<file path="src/rtl/bilinear_sequencer_pkg.sv">
// Shared types and constants for the bilinear downscaling sequencer.
package bilinear_sequencer_pkg;

   typedef enum logic [2:0] {
      S_IDLE,
      S_ROW,
      S_STEPW,
      S_FETCH,
      S_CALC,
      S_WRITE,
      S_ADV,
      S_DONE
   } state_e;

   localparam logic [1:0]  MODE_BILINEAR = 2'b00;
   localparam logic [1:0]  MODE_NEAREST  = 2'b01;
   localparam int          FRAC_W        = 8;
   localparam logic [15:0] SCALE_ONE     = 16'h0100;

   // Neighbour coordinate clamped to the last valid column/row: min(c+1, lim-1).
   function automatic logic [15:0] clamp_next(input logic [15:0] c, input logic [15:0] lim);
      return (c >= lim - 16'd1) ? lim - 16'd1 : c + 16'd1;
   endfunction

endpackage

</file>
<file path="src/rtl/bilinear_sequencer_if.sv">
// Single-port pixel RAM bus: one read or one write per cycle, read data one cycle after mem_re.
interface bilinear_sequencer_if #(
   parameter int ADDR_W = 16
);
   logic [ADDR_W-1:0] addr;
   logic              re;
   logic [7:0]        rdata;
   logic              we;
   logic [7:0]        wdata;

   modport master (output addr, re, we, wdata, input rdata);
   modport slave  (input addr, re, we, wdata, output rdata);
endinterface

</file>
<file path="src/rtl/bilinear_sequencer_interp.sv">
// Combinational bilinear blend of a 2x2 neighbourhood with 8-bit fractional weights.
module bilinear_interp (
   input  logic [7:0] p00_i,
   input  logic [7:0] p01_i,
   input  logic [7:0] p10_i,
   input  logic [7:0] p11_i,
   input  logic [7:0] fx_i,
   input  logic [7:0] fy_i,
   output logic [7:0] r_o
);
   function automatic logic [15:0] lerp8(input logic [7:0] a, input logic [7:0] b,
                                         input logic [7:0] f);
      logic [16:0] wa, wb;
      wa = {9'd0, a} * (17'd256 - {9'd0, f});
      wb = {9'd0, b} * {9'd0, f};
      return 16'(wa + wb);
   endfunction

   // Round half up from Q.16 down to an 8-bit pixel.
   function automatic logic [7:0] round_q16(input logic [24:0] acc);
      return 8'((acc + 25'h008000) >> 16);
   endfunction

   logic [15:0] h, v;
   logic [24:0] mix;

   assign h   = lerp8(p00_i, p01_i, fx_i);
   assign v   = lerp8(p10_i, p11_i, fx_i);
   assign mix = {9'd0, h} * (25'd256 - {17'd0, fy_i}) + {9'd0, v} * {17'd0, fy_i};
   assign r_o = round_q16(mix);
endmodule

</file>
<file path="src/rtl/bilinear_sequencer.sv">
// Bilinear/nearest downscaler: walks the output grid, fetches source pixels over the
// RAM bus and writes results sequentially into the destination region.
module bilinear_sequencer
   import bilinear_sequencer_pkg::*;
#(
   parameter int                ADDR_W   = 16,
   parameter logic [ADDR_W-1:0] SRC_BASE = '0,
   parameter logic [ADDR_W-1:0] DST_BASE = ADDR_W'(16'h8000)
) (
   input  logic                 clk,
   input  logic                 rst_n,
   input  logic                 start_i,
   input  logic                 step_mode_i,
   input  logic                 step_pulse_i,
   input  logic [15:0]          cfg_width_i,
   input  logic [15:0]          cfg_height_i,
   input  logic [15:0]          cfg_scale_i,
   input  logic [7:0]           cfg_mode_i,
   bilinear_sequencer_if.master mem,
   output logic                 busy_o,
   output logic                 done_o,
   output logic                 err_o,
   output logic [15:0]          pix_count_o
);
   state_e            state_q, state_d;
   logic [23:0]       acc_x_q, acc_x_d, acc_y_q, acc_y_d;
   logic [15:0]       pix_count_q, pix_count_d;
   logic              busy_q, busy_d, done_q, done_d, err_q, err_d;
   logic [1:0]        fcnt_q, fcnt_d, rd_idx_q;
   logic              rd_vld_q;

   logic [15:0]       w_q, h_q, scale_q;
   logic              near_q;
   logic [ADDR_W-1:0] rb0_q, rb1_q;
   logic [7:0]        pix_q [4];
   logic [7:0]        pix_now [4];
   logic [7:0]        result_q, interp_r;

   logic              cfg_ld, rb_ld, res_ld, cfg_bad, x_over, y_over;
   logic [15:0]       x0, x1, y0, y1;
   logic [24:0]       sum_x, sum_y;
   logic              unused_mode_bits;

   assign unused_mode_bits = ^{cfg_mode_i[7:3], cfg_mode_i[0]};
   assign cfg_bad = (cfg_width_i == '0) || (cfg_height_i == '0) ||
                    (cfg_scale_i < SCALE_ONE) || cfg_mode_i[2];

   assign x0     = acc_x_q[23:FRAC_W];
   assign y0     = acc_y_q[23:FRAC_W];
   assign x1     = clamp_next(x0, w_q);
   assign y1     = clamp_next(y0, h_q);
   // 25-bit sums so a carry out of the accumulator also counts as leaving the image.
   assign sum_x  = {1'b0, acc_x_q} + {9'd0, scale_q};
   assign sum_y  = {1'b0, acc_y_q} + {9'd0, scale_q};
   assign x_over = sum_x[24] || (sum_x[23:FRAC_W] >= w_q);
   assign y_over = sum_y[24] || (sum_y[23:FRAC_W] >= h_q);

   // The final sample of a pixel is used straight off the bus in CALC.
   always_comb begin
      pix_now = pix_q;
      if (rd_vld_q) pix_now[rd_idx_q] = mem.rdata;
   end

   bilinear_interp u_interp (
      .p00_i (pix_now[0]),
      .p01_i (pix_now[1]),
      .p10_i (pix_now[2]),
      .p11_i (pix_now[3]),
      .fx_i  (acc_x_q[FRAC_W-1:0]),
      .fy_i  (acc_y_q[FRAC_W-1:0]),
      .r_o   (interp_r)
   );

   always_comb begin
      state_d     = state_q;
      acc_x_d     = acc_x_q;
      acc_y_d     = acc_y_q;
      pix_count_d = pix_count_q;
      busy_d      = busy_q;
      done_d      = done_q;
      err_d       = err_q;
      fcnt_d      = fcnt_q;
      cfg_ld      = 1'b0;
      rb_ld       = 1'b0;
      res_ld      = 1'b0;
      mem.addr    = '0;
      mem.re      = 1'b0;
      mem.we      = 1'b0;
      mem.wdata   = '0;
      case (state_q)
         S_IDLE, S_DONE: begin
            if (start_i) begin
               cfg_ld      = 1'b1;
               acc_x_d     = '0;
               acc_y_d     = '0;
               pix_count_d = '0;
               if (cfg_bad) begin
                  err_d   = 1'b1;
                  done_d  = 1'b1;
                  state_d = S_DONE;
               end else begin
                  err_d   = 1'b0;
                  done_d  = 1'b0;
                  busy_d  = 1'b1;
                  state_d = S_ROW;
               end
            end
         end
         S_ROW: begin
            rb_ld   = 1'b1;
            state_d = step_mode_i ? S_STEPW : S_FETCH;
         end
         S_STEPW: begin
            if (!step_mode_i || step_pulse_i) state_d = S_FETCH;
         end
         S_FETCH: begin
            mem.re = 1'b1;
            case (fcnt_q)
               2'd0:    mem.addr = SRC_BASE + rb0_q + ADDR_W'(x0);
               2'd1:    mem.addr = SRC_BASE + rb0_q + ADDR_W'(x1);
               2'd2:    mem.addr = SRC_BASE + rb1_q + ADDR_W'(x0);
               default: mem.addr = SRC_BASE + rb1_q + ADDR_W'(x1);
            endcase
            if (near_q || fcnt_q == 2'd3) begin
               fcnt_d  = '0;
               state_d = S_CALC;
            end else begin
               fcnt_d  = fcnt_q + 2'd1;
            end
         end
         S_CALC: begin
            res_ld  = 1'b1;
            state_d = S_WRITE;
         end
         S_WRITE: begin
            mem.we      = 1'b1;
            mem.addr    = DST_BASE + ADDR_W'(pix_count_q);
            mem.wdata   = result_q;
            pix_count_d = pix_count_q + 16'd1;
            state_d     = S_ADV;
         end
         S_ADV: begin
            if (x_over) begin
               acc_x_d = '0;
               acc_y_d = sum_y[23:0];
               if (y_over) begin
                  busy_d  = 1'b0;
                  done_d  = 1'b1;
                  state_d = S_DONE;
               end else begin
                  state_d = S_ROW;
               end
            end else begin
               acc_x_d = sum_x[23:0];
               state_d = step_mode_i ? S_STEPW : S_FETCH;
            end
         end
         default: state_d = S_IDLE;
      endcase
   end

   always_ff @(posedge clk or negedge rst_n) begin
      if (!rst_n) begin
         state_q     <= S_IDLE;
         acc_x_q     <= '0;
         acc_y_q     <= '0;
         pix_count_q <= '0;
         busy_q      <= 1'b0;
         done_q      <= 1'b0;
         err_q       <= 1'b0;
         fcnt_q      <= '0;
         rd_vld_q    <= 1'b0;
         rd_idx_q    <= '0;
      end else begin
         state_q     <= state_d;
         acc_x_q     <= acc_x_d;
         acc_y_q     <= acc_y_d;
         pix_count_q <= pix_count_d;
         busy_q      <= busy_d;
         done_q      <= done_d;
         err_q       <= err_d;
         fcnt_q      <= fcnt_d;
         rd_vld_q    <= mem.re;
         rd_idx_q    <= fcnt_q;
      end
   end

   always_ff @(posedge clk) begin
      if (cfg_ld) begin
         w_q     <= cfg_width_i;
         h_q     <= cfg_height_i;
         scale_q <= cfg_scale_i;
         near_q  <= (cfg_mode_i[2:1] == MODE_NEAREST);
      end
      if (rb_ld) begin
         rb0_q <= ADDR_W'(32'(y0) * 32'(w_q));
         rb1_q <= ADDR_W'(32'(y1) * 32'(w_q));
      end
      if (rd_vld_q) pix_q[rd_idx_q] <= mem.rdata;
      if (res_ld) result_q <= near_q ? pix_now[0] : interp_r;
   end

   assign busy_o      = busy_q;
   assign done_o      = done_q;
   assign err_o       = err_q;
   assign pix_count_o = pix_count_q;
endmodule
</file>
<file path="src/flat_wrapper.sv">
// flat-port wrapper written by rule: the top's interface ports become plain ports
module bilinear_sequencer_flat import bilinear_sequencer_pkg::*;
#(
   parameter int                ADDR_W   = 16,
   parameter logic [ADDR_W-1:0] SRC_BASE = '0,
   parameter logic [ADDR_W-1:0] DST_BASE = ADDR_W'(16'h8000)
)
  (clk, rst_n, start_i, step_mode_i, step_pulse_i, cfg_width_i, cfg_height_i, cfg_scale_i, cfg_mode_i, busy_o, done_o, err_o, pix_count_o, mem_addr, mem_re, mem_we, mem_wdata, mem_rdata);
  bilinear_sequencer_if #(.ADDR_W(ADDR_W)) mem_i ();
  input  logic clk;
  input  logic rst_n;
  input  logic start_i;
  input  logic step_mode_i;
  input  logic step_pulse_i;
  input  logic [15:0] cfg_width_i;
  input  logic [15:0] cfg_height_i;
  input  logic [15:0] cfg_scale_i;
  input  logic [7:0] cfg_mode_i;
  output logic busy_o;
  output logic done_o;
  output logic err_o;
  output logic [15:0] pix_count_o;
  output wire logic [$bits(mem_i.addr)-1:0] mem_addr;
  output wire logic [$bits(mem_i.re)-1:0] mem_re;
  output wire logic [$bits(mem_i.we)-1:0] mem_we;
  output wire logic [$bits(mem_i.wdata)-1:0] mem_wdata;
  input wire logic [$bits(mem_i.rdata)-1:0] mem_rdata;
  assign mem_addr = mem_i.addr;
  assign mem_re = mem_i.re;
  assign mem_we = mem_i.we;
  assign mem_wdata = mem_i.wdata;
  assign mem_i.rdata = mem_rdata;
  bilinear_sequencer #(.ADDR_W(ADDR_W), .SRC_BASE(SRC_BASE), .DST_BASE(DST_BASE)) u_core (.clk(clk), .rst_n(rst_n), .start_i(start_i), .step_mode_i(step_mode_i), .step_pulse_i(step_pulse_i), .cfg_width_i(cfg_width_i), .cfg_height_i(cfg_height_i), .cfg_scale_i(cfg_scale_i), .cfg_mode_i(cfg_mode_i), .mem(mem_i), .busy_o(busy_o), .done_o(done_o), .err_o(err_o), .pix_count_o(pix_count_o));
endmodule
</file>
<file path="config.mk">
export PLATFORM = sky130hd
export DESIGN_NAME = bilinear_sequencer_flat
export DESIGN_NICKNAME = d
export VERILOG_FILES = /design/src/rtl/bilinear_sequencer_pkg.sv /design/src/rtl/bilinear_sequencer_if.sv /design/src/rtl/bilinear_sequencer_interp.sv /design/src/rtl/bilinear_sequencer.sv /design/src/flat_wrapper.sv
export SDC_FILE = /design/constraint.sdc
export NUM_CORES = 2
export LEC_CHECK = 0
export ABC_AREA = 1
export BUFFER_PORTS_ARGS = -buffer_cell sky130_fd_sc_hd__buf_2
export CAP_MARGIN = 20
export CORE_ASPECT_RATIO = 1.2
export CORE_UTILIZATION = 45
export CTS_CLUSTER_DIAMETER = 60
export CTS_CLUSTER_SIZE = 25
export DETAILED_ROUTE_END_ITERATION = 6
export HOLD_SLACK_MARGIN = 0.1
export PLACE_DENSITY = 0.67
export SYNTH_ARGS = -nofsm -noshare
export SYNTH_HDL_FRONTEND = slang
export SYNTH_SLANG_ARGS = --single-unit
</file>
<file path="constraint.sdc">
create_clock -name clk -period 13.35 [get_ports clk]
set_input_delay 2.67 -clock clk [delete_from_list [all_inputs] [get_ports clk]]
set_output_delay 2.67 -clock clk [all_outputs]
set_load 0.01 [all_outputs]
</file>
Word level (Yosys, flattened, before mapping):

Cells that the tools add are included.

* output and inout port bits: 45
* logic and storage cells: 138
* input bits: 69
* register bits after elaboration: 196

* multiply operators: 8
* add/subtract/negate cells: 19
* mux-type cells: 42
* reductions and logical operators: 23
* eq/ne operators: 17
* bitwise gates (word level): 1
* magnitude comparators: 7

Operator list (count)
* $add A16 B16 Y16: 6
* $pmux W24 S2: 2
* $mux W24: 3
* $ge A16 B16 Y1: 4
* $pmux W16 S2: 2
* $add A24 B16 Y25: 2
* $add A16 B1 Y16 const B: 3
* $mux W16: 3
* $pmux W16 S3: 1
* $mul A8 B17 Y16: 2
* $bwmux W32: 1
* $logic_not A16 Y1: 2
* $mul A16 B16 Y16: 2
* $mul A8 B8 Y16: 2
* $mux W32: 1
* $sub A16 B1 Y16 const B: 2
* $add A24 B16 Y24 const B: 1
* $add A24 B24 Y24: 1
* $mul A16 B8 Y24: 1
* $mul A17 B10 Y24: 1
* $mux W8: 3
* $pmux W3 S7: 1
* $sub A9 B8 Y10 const A: 2
* $mux W3: 6
* other kinds (28): 63

Logic depth before layout (Yosys ltp):

* depth in word-level cells: 13
* mapped depth: 59

Modules after synthesis:

From an unflattened synthesis, not the netlist that was laid out.

* cells, all modules: 5392
* area total of the unflattened synthesis: 41290.9 sq um

Modules (own cells, without submodules)
* bilinear_sequencer: sequential area each 5190.0 sq um, times used 1, area each 22276.4 sq um, cells each 2904
* bilinear_interp: sequential area each 0.0 sq um, times used 1, area each 19014.5 sq um, cells each 2488

Least setup slack after synthesis:

Ideal clock, no wire load.

* path kind: input -> register
* start: input mem_rdata[2]
* end: register u_core.result_q[7], data pin
* library setup time: 0.265 ns
* cell stages on the path: 47
* required time: 13.085 ns
* slack: 0.723 ns
* arrival time: 12.361 ns
* path through: o21ai_0 -> inv_1 -> nand2_1 -> fa_1 -> fa_1 -> fa_1 -> inv_1 -> fa_1 -> fa_1 -> inv_1 -> fa_1 -> inv_1 -> ha_1 -> inv_1 -> o21ai_1 -> nand2_1 -> nand2_1 -> a21oi_1 -> [... 11 more ...] -> inv_1 -> fa_1 -> fa_1 -> inv_1 -> fa_1 -> inv_1 -> ha_1 -> nand2_1 -> nor2_1 -> nand4_1 -> nor3_1 -> o21ai_0 -> o2111ai_1 -> nand2_1 -> nand3_1 -> xnor2_1 -> xor2_1 -> o21ai_1

RTL lines
* from (decl): RTL line flat_wrapper.sv:27 `input wire logic [$bits(mem_i.rdata)-1:0] mem_rdata;`
* to (signal assigned): RTL line bilinear_sequencer.sv:200 `if (res_ld) result_q <= near_q ? pix_now[0] : interp_r;`
* to (decl): RTL line bilinear_sequencer.sv:37 `logic [7:0] result_q, interp_r;`

==> flow_summary.toml <==
[clocking]
cts_root_buf = "clkbuf_16"
post_cts_buffers = 0
cts_tree = "yes"
cts_max_level = 4
cts_inserted_buffers = 17
clk_latency_ns = 0.53
cts_buffer_depth = 2
cts_sinks = 196
path_clk_slew_ns = 0.09
holdBufCountCts = 0
cts.repair.resized = 0

[status]
run_status = "complete, but fails checks"
violations = "DRC"

[hold_path]
hold_path.class = "reg2reg"
hold-path-cell-count = 0
min_to = "u_core.rd_idx_q[1]"
hp-start = "u_core.fcnt_q[1]"

[synthesis]
netlist_area_mm2 = 0.03979
post_synth.cell_area_avg_um2 = 7.743
synthTopCellsByArea = "fa_1 (29%), ha_1 (14%), inv_1 (12%)"
ys_seq_area_share_pct = 13.04
synth_top_area_cell = "fa_1"
synthCells = 5138
synth.most_common_cell = "inv_1"
synth_common_cells = "inv_1 (1271), nand2_1 (1040), fa_1 (586), nor2_1 (482), ha_1 (458)"
synthArstFlopShare_pct = 38.27
synth_cell_type_count = 59
synth_edf_count = 89
ys_ff_latch = 196
ys.flop_type = "edfxtp_1"
syn_nets = 6251
synth_top_area_share_pct = 29.49
yosysWarnings = 0

[setup_path]
r2r_end = "u_core.result_q[7]"
worst_path_max_delay_cell = "fa_1"
startpoint = "mem_rdata[4]"
crit_required_ns = 13.61
cp.arrival_ns = 13.12
worst_setup_path_start_kind = "input pin"
cp_common_cell = "fa_1"
worstPathMaxFanout = 6
endpoint_kind = "register"
path_class = "in2reg"
r2r_start = "u_core.acc_x_q[3]"
cp_slowest_stage_delay_ns = 0.63
r2r_slack_ns = 1.21
rr_worst_depth = 46

[sta]
drv_slew = 0
tns_ns = 0
fin_skew_ns = 0.01929
fin_hold_ws_ns = 0.4493
worst_pin_slew_ns = 1.047
period_needed_ns = 12.86
max_slew_margin_pct = 30.21
period_share_pct = 96.33
setup_viol = 0
rsz0062_at_grt = "no"
hold_viol_final = 0
timing.fmax_mhz = 77.76

[floorplanning]
core_mm2 = 0.08770
die_w_um = 273.4
initial_utilization_pct = 45.37
ios = 114
dieArea_mm2 = 0.08961
die_y_um = 327.7
rows = 119

[grt]
met3_usage_pct = 3.041
grt_overflow = 0
grt_first_pass_wirelength_um = 182900
grt_usage_pct = 26.50
grt_max_degree = 60
grt_pass1_vias = 34580
grtUsageMet1_pct = 29.92
busiest_layer = "met2"
use_met2_pct = 48.11
antenna_found_initial = 0

[route]
vias = 33490
drtIter0Drc = 2013
dr.pass1.iters = 7
wl_um = 114100
viasPerCell = 5.162
antenna_left = 0
drcViolationCount = 2
wl_per_cell_um = 17.60

[placed_design]
place_congestion = 0.9529
hpwl_um = 95570
dpl-instance-area_mm2 = 0.04262
portBuffers = 107

[finish]
drive_gt1_share_pct = 7.681
diodes = 0
area_growth_pct = 8.749
final_util_pct = 49.34
fillers = 8529
final_area_mm2 = 0.04327
finalNetCount = 6438

[flow_run]
cap_viol_max_count = 0
[worst max path at each step]
| stage | slack, ns | to |
|---|---|---|
| 2_1_floorplan | 0.72 | u_core.result_q[7] |
| 3_3_place_gp | -0.15 | u_core.result_q[7] |
| 3_5_place_dp | -0.27 | u_core.result_q[6] |
| 4_1_cts | 0.28 | u_core.result_q[6] |
| 5_1_grt | 0.003 | u_core.result_q[6] |
| 6_report | 0.49 | u_core.result_q[7] |
[placed cells by master (no fill, tap or decap), types with 17 or more instances in the layout]
cell | netlist | final
a21oi_1 | 184 | 183
buf_2 | 19 | 106
buf_4 | 5 | 180
clkbuf_16 | 0 | 17
dfrtp_1 | 75 | 75
dfxtp_1 | 32 | 32
edfxtp_1 | 89 | 89
fa_1 | 586 | 586
ha_1 | 458 | 458
inv_1 | 1271 | 1268
inv_2 | 18 | 21
nand2_1 | 1040 | 1039
nand3_1 | 125 | 125
nand4_1 | 39 | 39
nor2_1 | 482 | 479
nor3_1 | 35 | 34
nor4_1 | 19 | 18
o21ai_0 | 184 | 175
o21ai_1 | 23 | 29
o22ai_1 | 19 | 19
or2_2 | 20 | 20
xnor2_1 | 61 | 60
xor2_1 | 135 | 135
[worst max-delay path, delay by kind of cell]
kind            cells  cell delay (ns)
fa+ha+maj          14             6.74
buf+inv            13             1.28
compound gates      8             1.24
simple gates        8             0.65
xor+xnor            3             0.50
[registers in the layout (all words and copies together) (netlist names), 2 cells and up]
signal and count:
u_core.state_q 3, u_core.acc_y_q 24, u_core.fcnt_q 2, u_core.w_q 16, u_core.acc_x_q 24, u_core.rb0_q 16, u_core.rb1_q 16, u_core.result_q 8
u_core.pix_q 32, u_core.pix_count_o 16, u_core.h_q 16, u_core.scale_q 16, u_core.rd_idx_q 2
[routing by layer]
| metal | up-vias | part of all wire [%] |
|---|---|---|
| li1 | 15880 | - |
| met1 | 16210 | 37 |
| met2 | 1073 | 51 |
| met3 | 322 | 5.3 |
| met4 | 0 | 6.3 |
| met5 | - | 0 |
[cell type report]
class / count / area, um^2 / share of cell area, %
clock buffer: 18 / 439.2 / 1.015
clock inverter: 14 / 167.7 / 0.3875
multi-input combinational: 3522 / 29240 / 67.58
timing repair buffer: 287 / 1902 / 4.396
inverter: 1301 / 4891 / 11.30
tap: 1149 / 1438 / 3.323
sequential: 196 / 5190 / 12.00
[logic make-up after synthesis]
kind of cell	after synthesis	synth area share (%)
AND/OR/NAND/NOR	1798	18.44
buffers and inverters	1420	13.60
adder cells (fa/ha/maj)	1044	43.89
AO/OA/AOI/OAI	478	6.541
XOR/XNOR	197	4.356
flip-flops	196	13.04
multiplexers	5	0.1258
[stage by stage]
step | instances | setup slack, ns
3_5_place_dp | 6455 | -0.2678
5_1_grt | 6487 | 0.002681
2_1_floorplan | 5138 | 0.7234
6_report | 6487 | 0.4899
4_1_cts | 6487 | 0.2834
3_3_place_gp | 6455 | -0.1549
Power is left out: the tool's default activity adds up to more than one toggle a clock period on the data nets, which glitch-free logic cannot reach.
